<file path="src/rtl/wasm_frame_ctrl_pkg.sv">
// Shared codes for the call-frame controller: commands, completion errors,
// FSM state encodings and the SuperStack op/status codes it drives and observes.
package wasm_frame_ctrl_pkg;

    localparam logic [1:0] FC_CALL      = 2'd0;
    localparam logic [1:0] FC_RETURN    = 2'd1;
    localparam logic [1:0] FC_LOCAL_GET = 2'd2;
    localparam logic [1:0] FC_LOCAL_SET = 2'd3;

    localparam logic [2:0] FC_OK        = 3'd0;
    localparam logic [2:0] FC_ARGS      = 3'd1;
    localparam logic [2:0] FC_FRAME_OVF = 3'd2;
    localparam logic [2:0] FC_FRAME_UDF = 3'd3;
    localparam logic [2:0] FC_NO_RESULT = 3'd4;
    localparam logic [2:0] FC_RANGE     = 3'd5;

    localparam logic [1:0] ST_IDLE        = 2'd0;
    localparam logic [1:0] ST_GET_WAIT    = 2'd1;
    localparam logic [1:0] ST_RET_RESTORE = 2'd2;
    localparam logic [1:0] ST_DONE        = 2'd3;

    localparam logic [2:0] STK_NONE                 = 3'd0;
    localparam logic [2:0] STK_PUSH                 = 3'd1;
    localparam logic [2:0] STK_POP                  = 3'd2;
    localparam logic [2:0] STK_UNDERFLOW_GET        = 3'd3;
    localparam logic [2:0] STK_UNDERFLOW_SET        = 3'd4;
    localparam logic [2:0] STK_UNDERFLOW_RESET      = 3'd5;
    localparam logic [2:0] STK_UNDERFLOW_RESET_PUSH = 3'd6;

    localparam logic [2:0] STS_NONE      = 3'd0;
    localparam logic [2:0] STS_OVERFLOW  = 3'd1;
    localparam logic [2:0] STS_UNDERFLOW = 3'd2;

    // A stack fault reported for an op the controller issued the cycle before.
    function automatic logic stk_fault(input logic [2:0] status);
        return (status == STS_OVERFLOW) || (status == STS_UNDERFLOW);
    endfunction

endpackage

</file>
<file path="src/rtl/wasm_frame_ctrl_lifo.sv">
// Saved-limit LIFO: entry 0 is always the top, so push/pop are plain shifts
// and no pointer indexing is needed.
module wasm_frame_ctrl_lifo #(
    parameter int WIDTH = 2,
    parameter int DEPTH = 4
) (
    input  logic             clk,
    input  logic             reset,
    input  logic             push,
    input  logic             pop,
    input  logic [WIDTH-1:0] din,
    output logic [WIDTH-1:0] top,
    output logic             full,
    output logic             empty
);
    localparam int CW = $clog2(DEPTH + 1);

    logic [WIDTH-1:0] mem_r [DEPTH];
    logic [CW-1:0]    count_r;

    assign top   = mem_r[0];
    assign full  = (count_r == CW'(DEPTH));
    assign empty = (count_r == {CW{1'b0}});

    // Shift entries down on push, up on pop; reset clears everything.
    always_ff @(posedge clk) begin
        if (!reset) begin
            count_r <= {CW{1'b0}};
            for (int i = 0; i < DEPTH; i++) mem_r[i] <= {WIDTH{1'b0}};
        end else if (push && !full) begin
            count_r  <= count_r + CW'(1);
            mem_r[0] <= din;
            for (int i = 1; i < DEPTH; i++) mem_r[i] <= mem_r[i-1];
        end else if (pop && !empty) begin
            count_r        <= count_r - CW'(1);
            mem_r[DEPTH-1] <= {WIDTH{1'b0}};
            for (int i = 0; i < DEPTH - 1; i++) mem_r[i] <= mem_r[i+1];
        end else begin
            count_r <= count_r;
        end
    end
endmodule

</file>
<file path="src/rtl/wasm_frame_ctrl.sv">
// Call-frame controller: turns CALL/RETURN/LOCAL_GET/LOCAL_SET into SuperStack
// op sequences and keeps one saved underflow limit per active frame.
module wasm_frame_ctrl
    import wasm_frame_ctrl_pkg::*;
#(
    parameter int WIDTH  = 8,
    parameter int DEPTH  = 1,
    parameter int FRAMES = 4
) (
    input  logic               clk,
    input  logic               reset,
    input  logic               cmd_valid,
    output logic               cmd_ready,
    input  logic [1:0]         cmd,
    input  logic [DEPTH:0]     cmd_arg,
    input  logic [WIDTH-1:0]   cmd_data,
    output logic               done_valid,
    output logic [2:0]         done_err,
    output logic [WIDTH-1:0]   done_data,
    output logic [2:0]         stk_op,
    output logic [WIDTH-1:0]   stk_data,
    output logic [DEPTH:0]     stk_offset,
    output logic [DEPTH:0]     stk_underflow_limit,
    input  logic [DEPTH:0]     stk_index,
    input  logic [WIDTH-1:0]   stk_out,
    input  logic [2:0]         stk_status
);
    localparam int IW = DEPTH + 1;

    logic [1:0]       state_r;
    logic [IW-1:0]    limit_r;
    logic [2:0]       err_r;
    logic [WIDTH-1:0] done_data_r;
    logic             op_issued_r;

    logic             accept_s, nres_s, rej_s, sts_bad_s;
    logic [2:0]       rej_code_s;
    logic [IW-1:0]    avail_s, lifo_top_s;
    logic             lifo_push_s, lifo_pop_s, lifo_full_s, lifo_empty_s;

    assign cmd_ready           = (state_r == ST_IDLE);
    assign accept_s            = cmd_valid && cmd_ready;
    assign nres_s              = (cmd_arg != {IW{1'b0}});
    assign avail_s             = stk_index - limit_r;
    assign sts_bad_s           = op_issued_r && stk_fault(stk_status);
    assign done_valid          = (state_r == ST_DONE);
    assign done_data           = done_data_r;
    assign stk_underflow_limit = limit_r;
    // A fault from an op issued in the accept cycle lands in DONE itself (LOCAL_SET).
    assign done_err = (done_valid && sts_bad_s) ? FC_RANGE : err_r;

    wasm_frame_ctrl_lifo #(.WIDTH(IW), .DEPTH(FRAMES)) u_lifo (
        .clk   (clk),
        .reset (reset),
        .push  (lifo_push_s),
        .pop   (lifo_pop_s),
        .din   (limit_r),
        .top   (lifo_top_s),
        .full  (lifo_full_s),
        .empty (lifo_empty_s)
    );

    // Accept-time checks and the single SuperStack op each command issues.
    always_comb begin
        stk_op      = STK_NONE;
        stk_data    = {WIDTH{1'b0}};
        stk_offset  = {IW{1'b0}};
        rej_s       = 1'b0;
        rej_code_s  = FC_OK;
        lifo_push_s = 1'b0;
        lifo_pop_s  = 1'b0;
        if (accept_s) begin
            case (cmd)
                FC_CALL: begin
                    if (cmd_arg > avail_s) begin
                        rej_s = 1'b1; rej_code_s = FC_ARGS;
                    end else if (lifo_full_s) begin
                        rej_s = 1'b1; rej_code_s = FC_FRAME_OVF;
                    end else begin
                        lifo_push_s = 1'b1;
                    end
                end
                FC_RETURN: begin
                    if (lifo_empty_s) begin
                        rej_s = 1'b1; rej_code_s = FC_FRAME_UDF;
                    end else if (nres_s && (stk_index == limit_r)) begin
                        rej_s = 1'b1; rej_code_s = FC_NO_RESULT;
                    end else begin
                        stk_op   = nres_s ? STK_UNDERFLOW_RESET_PUSH : STK_UNDERFLOW_RESET;
                        stk_data = stk_out;
                    end
                end
                FC_LOCAL_GET: begin
                    if (cmd_arg >= avail_s) begin
                        rej_s = 1'b1; rej_code_s = FC_RANGE;
                    end else begin
                        stk_op = STK_UNDERFLOW_GET; stk_offset = cmd_arg;
                    end
                end
                FC_LOCAL_SET: begin
                    if (cmd_arg >= avail_s) begin
                        rej_s = 1'b1; rej_code_s = FC_RANGE;
                    end else begin
                        stk_op = STK_UNDERFLOW_SET; stk_offset = cmd_arg; stk_data = cmd_data;
                    end
                end
                default: begin
                    rej_s = 1'b0;
                end
            endcase
        end else if (state_r == ST_RET_RESTORE) begin
            lifo_pop_s = 1'b1;
        end else begin
            lifo_pop_s = 1'b0;
        end
    end

    // Sequencer: advances through the per-command states and latches results.
    always_ff @(posedge clk) begin
        if (!reset) begin
            state_r     <= ST_IDLE;
            limit_r     <= {IW{1'b0}};
            err_r       <= FC_OK;
            done_data_r <= {WIDTH{1'b0}};
            op_issued_r <= 1'b0;
        end else begin
            op_issued_r <= (stk_op != STK_NONE);
            case (state_r)
                ST_IDLE: begin
                    if (accept_s && rej_s) begin
                        err_r   <= rej_code_s;
                        state_r <= ST_DONE;
                    end else if (accept_s) begin
                        err_r <= FC_OK;
                        case (cmd)
                            FC_CALL: begin
                                limit_r <= stk_index - cmd_arg;
                                state_r <= ST_DONE;
                            end
                            FC_RETURN: begin
                                done_data_r <= nres_s ? stk_out : {WIDTH{1'b0}};
                                state_r     <= ST_RET_RESTORE;
                            end
                            FC_LOCAL_GET: state_r <= ST_GET_WAIT;
                            FC_LOCAL_SET: begin
                                done_data_r <= cmd_data;
                                state_r     <= ST_DONE;
                            end
                            default: state_r <= ST_IDLE;
                        endcase
                    end else begin
                        state_r <= ST_IDLE;
                    end
                end
                ST_GET_WAIT: begin
                    done_data_r <= stk_out;
                    err_r       <= sts_bad_s ? FC_RANGE : FC_OK;
                    state_r     <= ST_DONE;
                end
                ST_RET_RESTORE: begin
                    limit_r <= lifo_top_s;
                    err_r   <= sts_bad_s ? FC_RANGE : err_r;
                    state_r <= ST_DONE;
                end
                ST_DONE: state_r <= ST_IDLE;
                default: state_r <= ST_IDLE;
            endcase
        end
    end
endmodule
</file>
<file path="config.mk">
export PLATFORM = sky130hd
export DESIGN_NAME = wasm_frame_ctrl
export DESIGN_NICKNAME = d
export VERILOG_FILES = /design/src/rtl/wasm_frame_ctrl_pkg.sv /design/src/rtl/wasm_frame_ctrl_lifo.sv /design/src/rtl/wasm_frame_ctrl.sv
export SDC_FILE = /design/constraint.sdc
export NUM_CORES = 1
export LEC_CHECK = 0
export ABC_CLOCK_PERIOD_IN_PS = 3150
export BUFFER_PORTS_ARGS = -buffer_cell sky130_fd_sc_hd__buf_2
export CAP_MARGIN = 20
export CORE_MARGIN = 2
export CORE_UTILIZATION = 45
export DETAILED_ROUTE_END_ITERATION = 12
export GPL_ROUTABILITY_DRIVEN = 0
export GPL_TIMING_DRIVEN = 1
export PLACE_DENSITY = 0.82
export SLEW_MARGIN = 30
export SYNTH_ARGS = -nofsm -noshare
export SYNTH_HDL_FRONTEND = slang
export SYNTH_SLANG_ARGS = --single-unit
export TNS_END_PERCENT = 30
</file>
<file path="constraint.sdc">
create_clock -name clk -period 3.15 [get_ports clk]
set_clock_uncertainty 0.2 [all_clocks]
set_input_delay 0.1575 -clock clk [delete_from_list [all_inputs] [get_ports clk]]
set_output_delay 0.1575 -clock clk [all_outputs]
set_load 0.05 [all_outputs]
</file>
==> run summary, run 1 <==
TIMING
--------------------------------------------------------------------------------------------------
Peak Freq                                                                                334.7 MHz
Final cycle utilization of the critical path                                                94.84%
Setup repair after global routing missed its margin                                             no
Finish-stage setup viols                                                                         0
Worst slack on hold paths                                                               0.03204 ns
Final sum of negative setup slack                                                             0 ns
Slew of the pin with the lowest slew margin                                              0.6232 ns
Post-route minimum period                                                                 2.988 ns
Worst-case headroom to the max-slew limit                                                   58.46%
Post-layout worst setup margin                                                           0.1624 ns
Max-slew violation total from the final report                                                   0
Final-report hold violation count                                                                0

WORST SETUP PATH
--------------------------------------------------------------------------------------------------
Critical path class                                                                        reg2reg
CP Max Fanout                                                                                    9
Data required time of the worst path                                                       3.13 ns
Critical Path End Type                                                                        flop
CP Launch Type                                                                                flop
Arrival time of the worst setup path                                                       2.96 ns

LOGIC SYNTHESIS
--------------------------------------------------------------------------------------------------
Mapped Cells                                                                                   245
FF+latch count, synth                                                                           27
Most used standard cells in the synthesized netlist                                   sky130_fd_sc_hd__nand2_1 (51), sky130_fd_sc_hd__a21oi_1 (19), sky130_fd_sc_hd__dfxtp_1 (19)
Sequential-to-total area share from yosys stat                                              32.50%
Cell with the most instances after synthesis                                          sky130_fd_sc_hd__nand2_1
Share of Yosys cell area claimed by the top area cell type                                  19.92%
Area of the mapped netlist                                                                1909 um2
Post-Synthesis Mean Instance Area                                                        7.793 um2
Proportion of synthesized flip-flops having asynchronous set or reset                           0%
EDFF count, synth                                                                                8
YS warnings                                                                                      0
Ranking of synthesized cells by area                                                  sky130_fd_sc_hd__dfxtp_1 (20%), sky130_fd_sc_hd__edfxtp_1 (13%), sky130_fd_sc_hd__nand2_1 (10%)
Largest area contributor in the synthesized netlist                                   sky130_fd_sc_hd__dfxtp_1
Synth Net Count                                                                                283
Number of distinct library cells after synthesis                                                47
Main synth FF type                                                                    sky130_fd_sc_hd__dfxtp_1

LAYOUT
--------------------------------------------------------------------------------------------------
Relative area change from synthesis to final layout                                         18.28%
Core utilization of the finished layout                                                     56.06%
Net count reported at finish                                                                   333
Fraction of layout cells with a size suffix above 1                                         24.49%
Final non-filler cell area                                                                2258 um2
Antenna cell count                                                                               0

GRT
--------------------------------------------------------------------------------------------------
Maximum number of pins on one net before global-route repair                                    33
Remaining global-route overflow                                                                  0
Number of global-route vias before repair                                                     1673
Gr usage total                                                                              19.56%
Initial antenna violation count                                                                  0
Wire length of the first global-routing pass                                               7748 um

CLOCK TREE
--------------------------------------------------------------------------------------------------
Number of buffers inserted by hold repair at cts                                                 0
Number of clock buffers inserted by TritonCTS                                                    3
Clock Path Buffers                                                                               2
Number of gates given a new drive strength after cts                                             0
TritonCTS clock tree                                                                           yes
Clk root buf                                                                          sky130_fd_sc_hd__clkbuf_8
H-tree level count                                                                               1
Clock Sink Count                                                                                27
Setup Buffers After CTS                                                                          0
Clock latency reported for the late side of the worst-skew pair                            0.28 ns
Clock transition time at the flip-flop clock pins of the worst setup and hold paths        0.10 ns

RUN
--------------------------------------------------------------------------------------------------
Max_cap viols                                                                                    0

POWER AND IR DROP
--------------------------------------------------------------------------------------------------
Peak supply drop                                                                         0.2652 mV
Static power due to leakage                                                               1.080 nW
Power density of the placed cells                                                     580.5 nW/um2

FLOORPLAN
--------------------------------------------------------------------------------------------------
Number of standard-cell rows in the floorplan                                                   23
Area of the die                                                                           4780 um2
Die X                                                                                     69.14 um
Core Area                                                                                 4029 um2
Initial Utilization                                                                         47.39%
Boundary pin count                                                                              56
Die height                                                                                69.14 um

ROUTING
--------------------------------------------------------------------------------------------------
WL final                                                                                   4710 um
Count of nets left with antenna violations after detail routing                                  0
Initial drt markers                                                                            140
Routed via count divided by cell count                                                       5.491
Detailed-route DRC error count                                                                   0
Number of vias after detailed routing                                                         1889
Mean routed wirelength per cell                                                           13.69 um
Initial DRT Pass Iterations                                                                      4

PLACE
--------------------------------------------------------------------------------------------------
Port-buffer cells                                                                               55
Detailed placer's ending HPWL                                                              3690 um
Post-placement setup slack                                                               0.2296 ns
Area after detailed placement                                                             2206 um2

WORST HOLD PATH
--------------------------------------------------------------------------------------------------
Worst hold path type                                                                        in2reg

STATUS
--------------------------------------------------------------------------------------------------
Status                                                                                finished clean

==> per-stage QoR <==
step / std cells / total power, mW
3_3_place_gp: 340 / 1.085
3_5_place_dp: 340 / 1.098
6_report: 344 / 1.311
4_1_cts: 344 / 1.305
5_1_grt: 344 / 1.389
2_1_floorplan: 245 / 0.9527
==> cell families (layout without fill, tap and decap cells) <==
group / Yosys count / in the layout / share of synthesized area, %
XOR/XNOR: 6 / 6 / 2.752
AND/OR/NAND/NOR: 103 / 103 / 24.90
multiplexers: 12 / 12 / 6.291
adder cells (fa/ha/maj): 10 / 10 / 6.946
AO/OA/AOI/OAI: 56 / 56 / 19.59
buffers and inverters: 31 / 80 / 7.012
flip-flops: 27 / 27 / 32.50
==> sequential cells by signal (all words and copies together) (netlist names) <==
register / cells
u_lifo.count_r: 3
stk_underflow_limit: 2
done_data: 8
op_issued_r: 1
err_r: 3
u_lifo.mem_r: 8
state_r: 2
==> layer usage <==
metal,track usage (%),vias up,share of wire (%)
met3,3.070,5,8.0
met5,0,-,0
li1,-,952,-
met1,28.05,856,47
met4,5.882,0,1.1
met2,30.24,76,44
==> critical path, stage by stage, from the launching register on <==
cell                      delay [ns]
sky130_fd_sc_hd__dfxtp_1        0.36
sky130_fd_sc_hd__xnor2_1        0.32
sky130_fd_sc_hd__xor2_1         0.20
sky130_fd_sc_hd__ha_1           0.28
sky130_fd_sc_hd__nor2b_1        0.15
sky130_fd_sc_hd__o21ai_1        0.29
sky130_fd_sc_hd__and3_1         0.28
sky130_fd_sc_hd__inv_4          0.08
sky130_fd_sc_hd__fa_1           0.38
sky130_fd_sc_hd__nor2b_1        0.13
sky130_fd_sc_hd__mux2i_1        0.09
sky130_fd_sc_hd__mux2i_1        0.12
==> where the power goes <==
group          switching (mW)  internal, mW
logic                   0.443         0.205
clock network           0.119        0.0901
registers              0.0400         0.414
total                   0.602         0.709
==> final cells by class <==
| type | count | area [um2] |
|---|---|---|
| Clock buffer | 3 | 41.29 |
| Timing Repair Buffer | 58 | 297.8 |
| Tap cell | 50 | 62.56 |
| Multi-Input combinational cell | 187 | 1159 |
| Clock inverter | 1 | 7.507 |
| Inverter | 18 | 70.07 |
| Fill cell | 382 | 1770 |
| Sequential cell | 27 | 620.6 |
==> layout by cell type (no fill, tap or decap), types with 8 or more instances in the layout <==
master,count
sky130_fd_sc_hd__a32oi_1,8
sky130_fd_sc_hd__dfxtp_1,19
sky130_fd_sc_hd__mux2i_1,12
sky130_fd_sc_hd__edfxtp_1,8
sky130_fd_sc_hd__a21oi_1,18
sky130_fd_sc_hd__nor2_1,17
sky130_fd_sc_hd__o22ai_1,8
sky130_fd_sc_hd__inv_1,17
sky130_fd_sc_hd__buf_2,55
sky130_fd_sc_hd__nand2_1,51
sky130_fd_sc_hd__ha_1,9
==> path summary, 6_finish.rpt <==
path | start | to | slack, ns | cells after the start
setup / recovery | stk_underflow_limit[1] | u_lifo.count_r[2] | 0.16 | 11
hold / removal | stk_out[4] | done_data[4] | 0.03 | 5
setup reg to reg | stk_underflow_limit[1] | u_lifo.count_r[2] | 0.16 | 11
hold reg to reg | done_data[2] | done_data[2] | 0.26 | 2
Power figures use the tool's default switching activity.
==> run 2, diff against run 1 <==
--- a/config.mk
+++ b/config.mk
@@ -9,11 +9,11 @@
 export BUFFER_PORTS_ARGS = -buffer_cell sky130_fd_sc_hd__buf_2
 export CAP_MARGIN = 20
 export CORE_MARGIN = 2
-export CORE_UTILIZATION = 45
+export CORE_UTILIZATION = 52
 export DETAILED_ROUTE_END_ITERATION = 12
 export GPL_ROUTABILITY_DRIVEN = 0
-export GPL_TIMING_DRIVEN = 1
-export PLACE_DENSITY = 0.82
+export GPL_TIMING_DRIVEN = 0
+export PLACE_DENSITY = 0.91
 export SLEW_MARGIN = 30
 export SYNTH_ARGS = -nofsm -noshare
 export SYNTH_HDL_FRONTEND = slang
==> run 2 against run 1 <==
  * Die area decreased by 13%
  * Utilization increased by 8.3 points
  * Sequential power is essentially flat
  * Critical path type unchanged
==> run summary, run 2 (synthesized netlist as in run 1, its figures left out) <==
WORST SETUP PATH
--------------------------------------------------------------------------------------------------
Critical path class                                                                        reg2reg
Worst path cell trace                                                                 xnor2_2 > xor2_1 > ha_1 > nor2b_1 > o21ai_2 > and3_1 > buf_4 > inv_4 > fa_1 > mux2i_1 > mux2i_1
Critical-path top delay cell                                                          sky130_fd_sc_hd__dfxtp_1
Worst R2R End                                                                         u_lifo.count_r[2]
Worst setup path startpoint                                                           stk_underflow_limit[1]
Critical Path End Type                                                                        flop
Register-to-register setup slack                                                           0.08 ns
Most numerous cell on the critical path                                               sky130_fd_sc_hd__mux2i_1
Delay of the slowest cell on the worst path                                                0.38 ns
Worst reg2reg path startpoint                                                         stk_underflow_limit[1]
Data required time of the worst path                                                       3.17 ns
CP Max Fanout                                                                                   10
Buffer and inverter count on the worst path                                                      2
Kind of cell with the highest combined delay on the critical path                      adder cells
R2R depth                                                                                       11
Arrival time of the worst setup path                                                       3.09 ns
CP Launch Type                                                                                flop

LAYOUT
--------------------------------------------------------------------------------------------------
Net count reported at finish                                                                   344
Core utilization of the finished layout                                                     64.33%
Most used cells in the layout excluding fill and tap cells                            sky130_fd_sc_hd__buf_2 (58), sky130_fd_sc_hd__nand2_1 (51), sky130_fd_sc_hd__dfxtp_1 (19), sky130_fd_sc_hd__a21oi_1 (18)
Filler-free cell count of the finished design                                                  353
Fraction of layout cells with a size suffix above 1                                         25.25%
Antenna cell count                                                                               0
Sequential standard cell area                                                            620.6 um2
Most frequent standard cell in the layout excluding fill and tap cells                sky130_fd_sc_hd__buf_2
Relative area change from synthesis to final layout                                         21.49%
Multi-input combinational cell area                                                       1170 um2
Filler instances                                                                               314

TIMING
--------------------------------------------------------------------------------------------------
Worst slack on hold paths                                                               0.03348 ns
Post-layout worst setup margin                                                          0.08195 ns
Final-report hold violation count                                                                0
Worst-case headroom to the max-slew limit                                                   60.91%
Post-route minimum period                                                                 3.068 ns
Setup repair after global routing missed its margin                                            yes
Finish-stage setup viols                                                                         0
Final cycle utilization of the critical path                                                97.40%
Slew of the pin with the lowest slew margin                                              0.5864 ns
Max-slew violation total from the final report                                                   0
Peak Freq                                                                                325.9 MHz

GRT
--------------------------------------------------------------------------------------------------
Gr usage total                                                                              24.58%
Initial antenna violation count                                                                  0
Remaining global-route overflow                                                                  0
Number of global-route vias before repair                                                     1826
Maximum number of pins on one net before global-route repair                                    17
Wire length of the first global-routing pass                                               8107 um

CLOCK TREE
--------------------------------------------------------------------------------------------------
Number of clock buffers inserted by TritonCTS                                                    3
Clock transition time at the flip-flop clock pins of the worst setup and hold paths        0.10 ns
Clock latency reported for the late side of the worst-skew pair                            0.28 ns
Clock Sink Count                                                                                27
Setup Buffers After CTS                                                                          0
Clk root buf                                                                          sky130_fd_sc_hd__clkbuf_8
H-tree level count                                                                               1
TritonCTS clock tree                                                                           yes
Clock Path Buffers                                                                               2

ROUTING
--------------------------------------------------------------------------------------------------
Initial DRT Pass Iterations                                                                      4
Routed via count divided by cell count                                                       5.680
Number of vias after detailed routing                                                         2005
Detailed-route DRC error count                                                                   0
Mean routed wirelength per cell                                                           14.41 um
WL final                                                                                   5086 um
Count of nets left with antenna violations after detail routing                                  0
Initial drt markers                                                                             92

FLOORPLAN
--------------------------------------------------------------------------------------------------
Die height                                                                                64.60 um
Area of the die                                                                           4173 um2
Die X                                                                                     64.60 um
Initial Utilization                                                                         52.95%
Boundary pin count                                                                              56
Number of standard-cell rows in the floorplan                                                   22
Core Area                                                                                 3606 um2

WORST HOLD PATH
--------------------------------------------------------------------------------------------------
Start point of the worst min-delay path                                                 stk_out[7]
Hold Crit Depth                                                                                  5
Worst hold path type                                                                        in2reg
Endpoint with the worst hold slack                                                    done_data[7]

PLACE
--------------------------------------------------------------------------------------------------
Placed Instances                                                                               348
Post-placement setup slack                                                             -0.07512 ns
Detailed placer's ending HPWL                                                              3888 um
Port-buffer cells                                                                               55

POWER AND IR DROP
--------------------------------------------------------------------------------------------------
Net switching component of the power                                                     0.6173 mW
Power after layout                                                                        1.336 mW
Proportion of power drawn by flip-flops and latches                                          34.1%
Power density of the placed cells                                                     576.1 nW/um2
Static power due to leakage                                                               1.113 nW
Peak supply drop                                                                         0.2330 mV
Switching share of power                                                                    46.20%
Internal                                                                                 0.7190 mW
Share of power burned in combinational logic                                                 50.2%
Clock power frac                                                                             15.7%

RUN
--------------------------------------------------------------------------------------------------
Max_cap viols                                                                                    0

STATUS
--------------------------------------------------------------------------------------------------
Status                                                                                finished clean

run 2: tightest hold or removal path: cells and delay by family:
| family | cells | cell delay (ns) |
|---|---|---|
| multiplexers | 1 | 0.06 |
| AO/OA/AOI/OAI | 1 | 0.05 |
| buffers and inverters | 2 | 0.14 |
| AND/OR/NAND/NOR | 1 | 0.06 |
run 2: worst max path at each step:
stage               cells past startpoint           endpoint
finish                                 11  u_lifo.count_r[2]
global route                           12  u_lifo.count_r[2]
CTS                                     9        stk_data[6]
detailed placement                     11  u_lifo.count_r[2]
global placement                       12  u_lifo.count_r[2]
floorplan                               8          stk_op[0]
run 2: layout make-up:
class / count / share of cell area (%)
timing repair buffer: 56 / 12.30
tap: 48 / 2.589
sequential: 27 / 26.75
multi-input combinational: 187 / 50.43
buffer: 13 / 2.805
inverter: 18 / 3.021
clock buffer: 3 / 1.780
clock inverter: 1 / 0.3236
run 2: stage by stage:
| step | instance area, um2 | setup TNS (ns) |
|---|---|---|
| 2_1_floorplan | 1909 | -0.1354 |
| 4_1_cts | 2315 | 0 |
| 5_1_grt | 2320 | -0.04764 |
| 6_report | 2320 | 0 |
| 3_5_place_dp | 2245 | -0.07512 |
| 3_3_place_gp | 2245 | 0 |
run 2: routing by layer:
metal	GRT usage, %	wire [um]
met5	0	0
met4	10.11	104
met3	3.299	425
met2	42.84	2456
met1	30.53	2099
run 2: repair_timing:
item	in CTS	in global routing
hold buffers	1	0
endpoints found under the hold margin	2	0
setup endpoints to repair	11	13
resized for setup	2	3
pin swaps	0	1
run 2: power groups by stage:
stage	Clock, mW	Combinational (mW)	Sequential [mW]
final	0.210	0.671	0.455
after floorplan	0	0.442	0.511
after CTS	0.207	0.659	0.455
after global placement	0	0.632	0.458
after detailed placement	0	0.649	0.461
after global routing	0.222	0.724	0.461
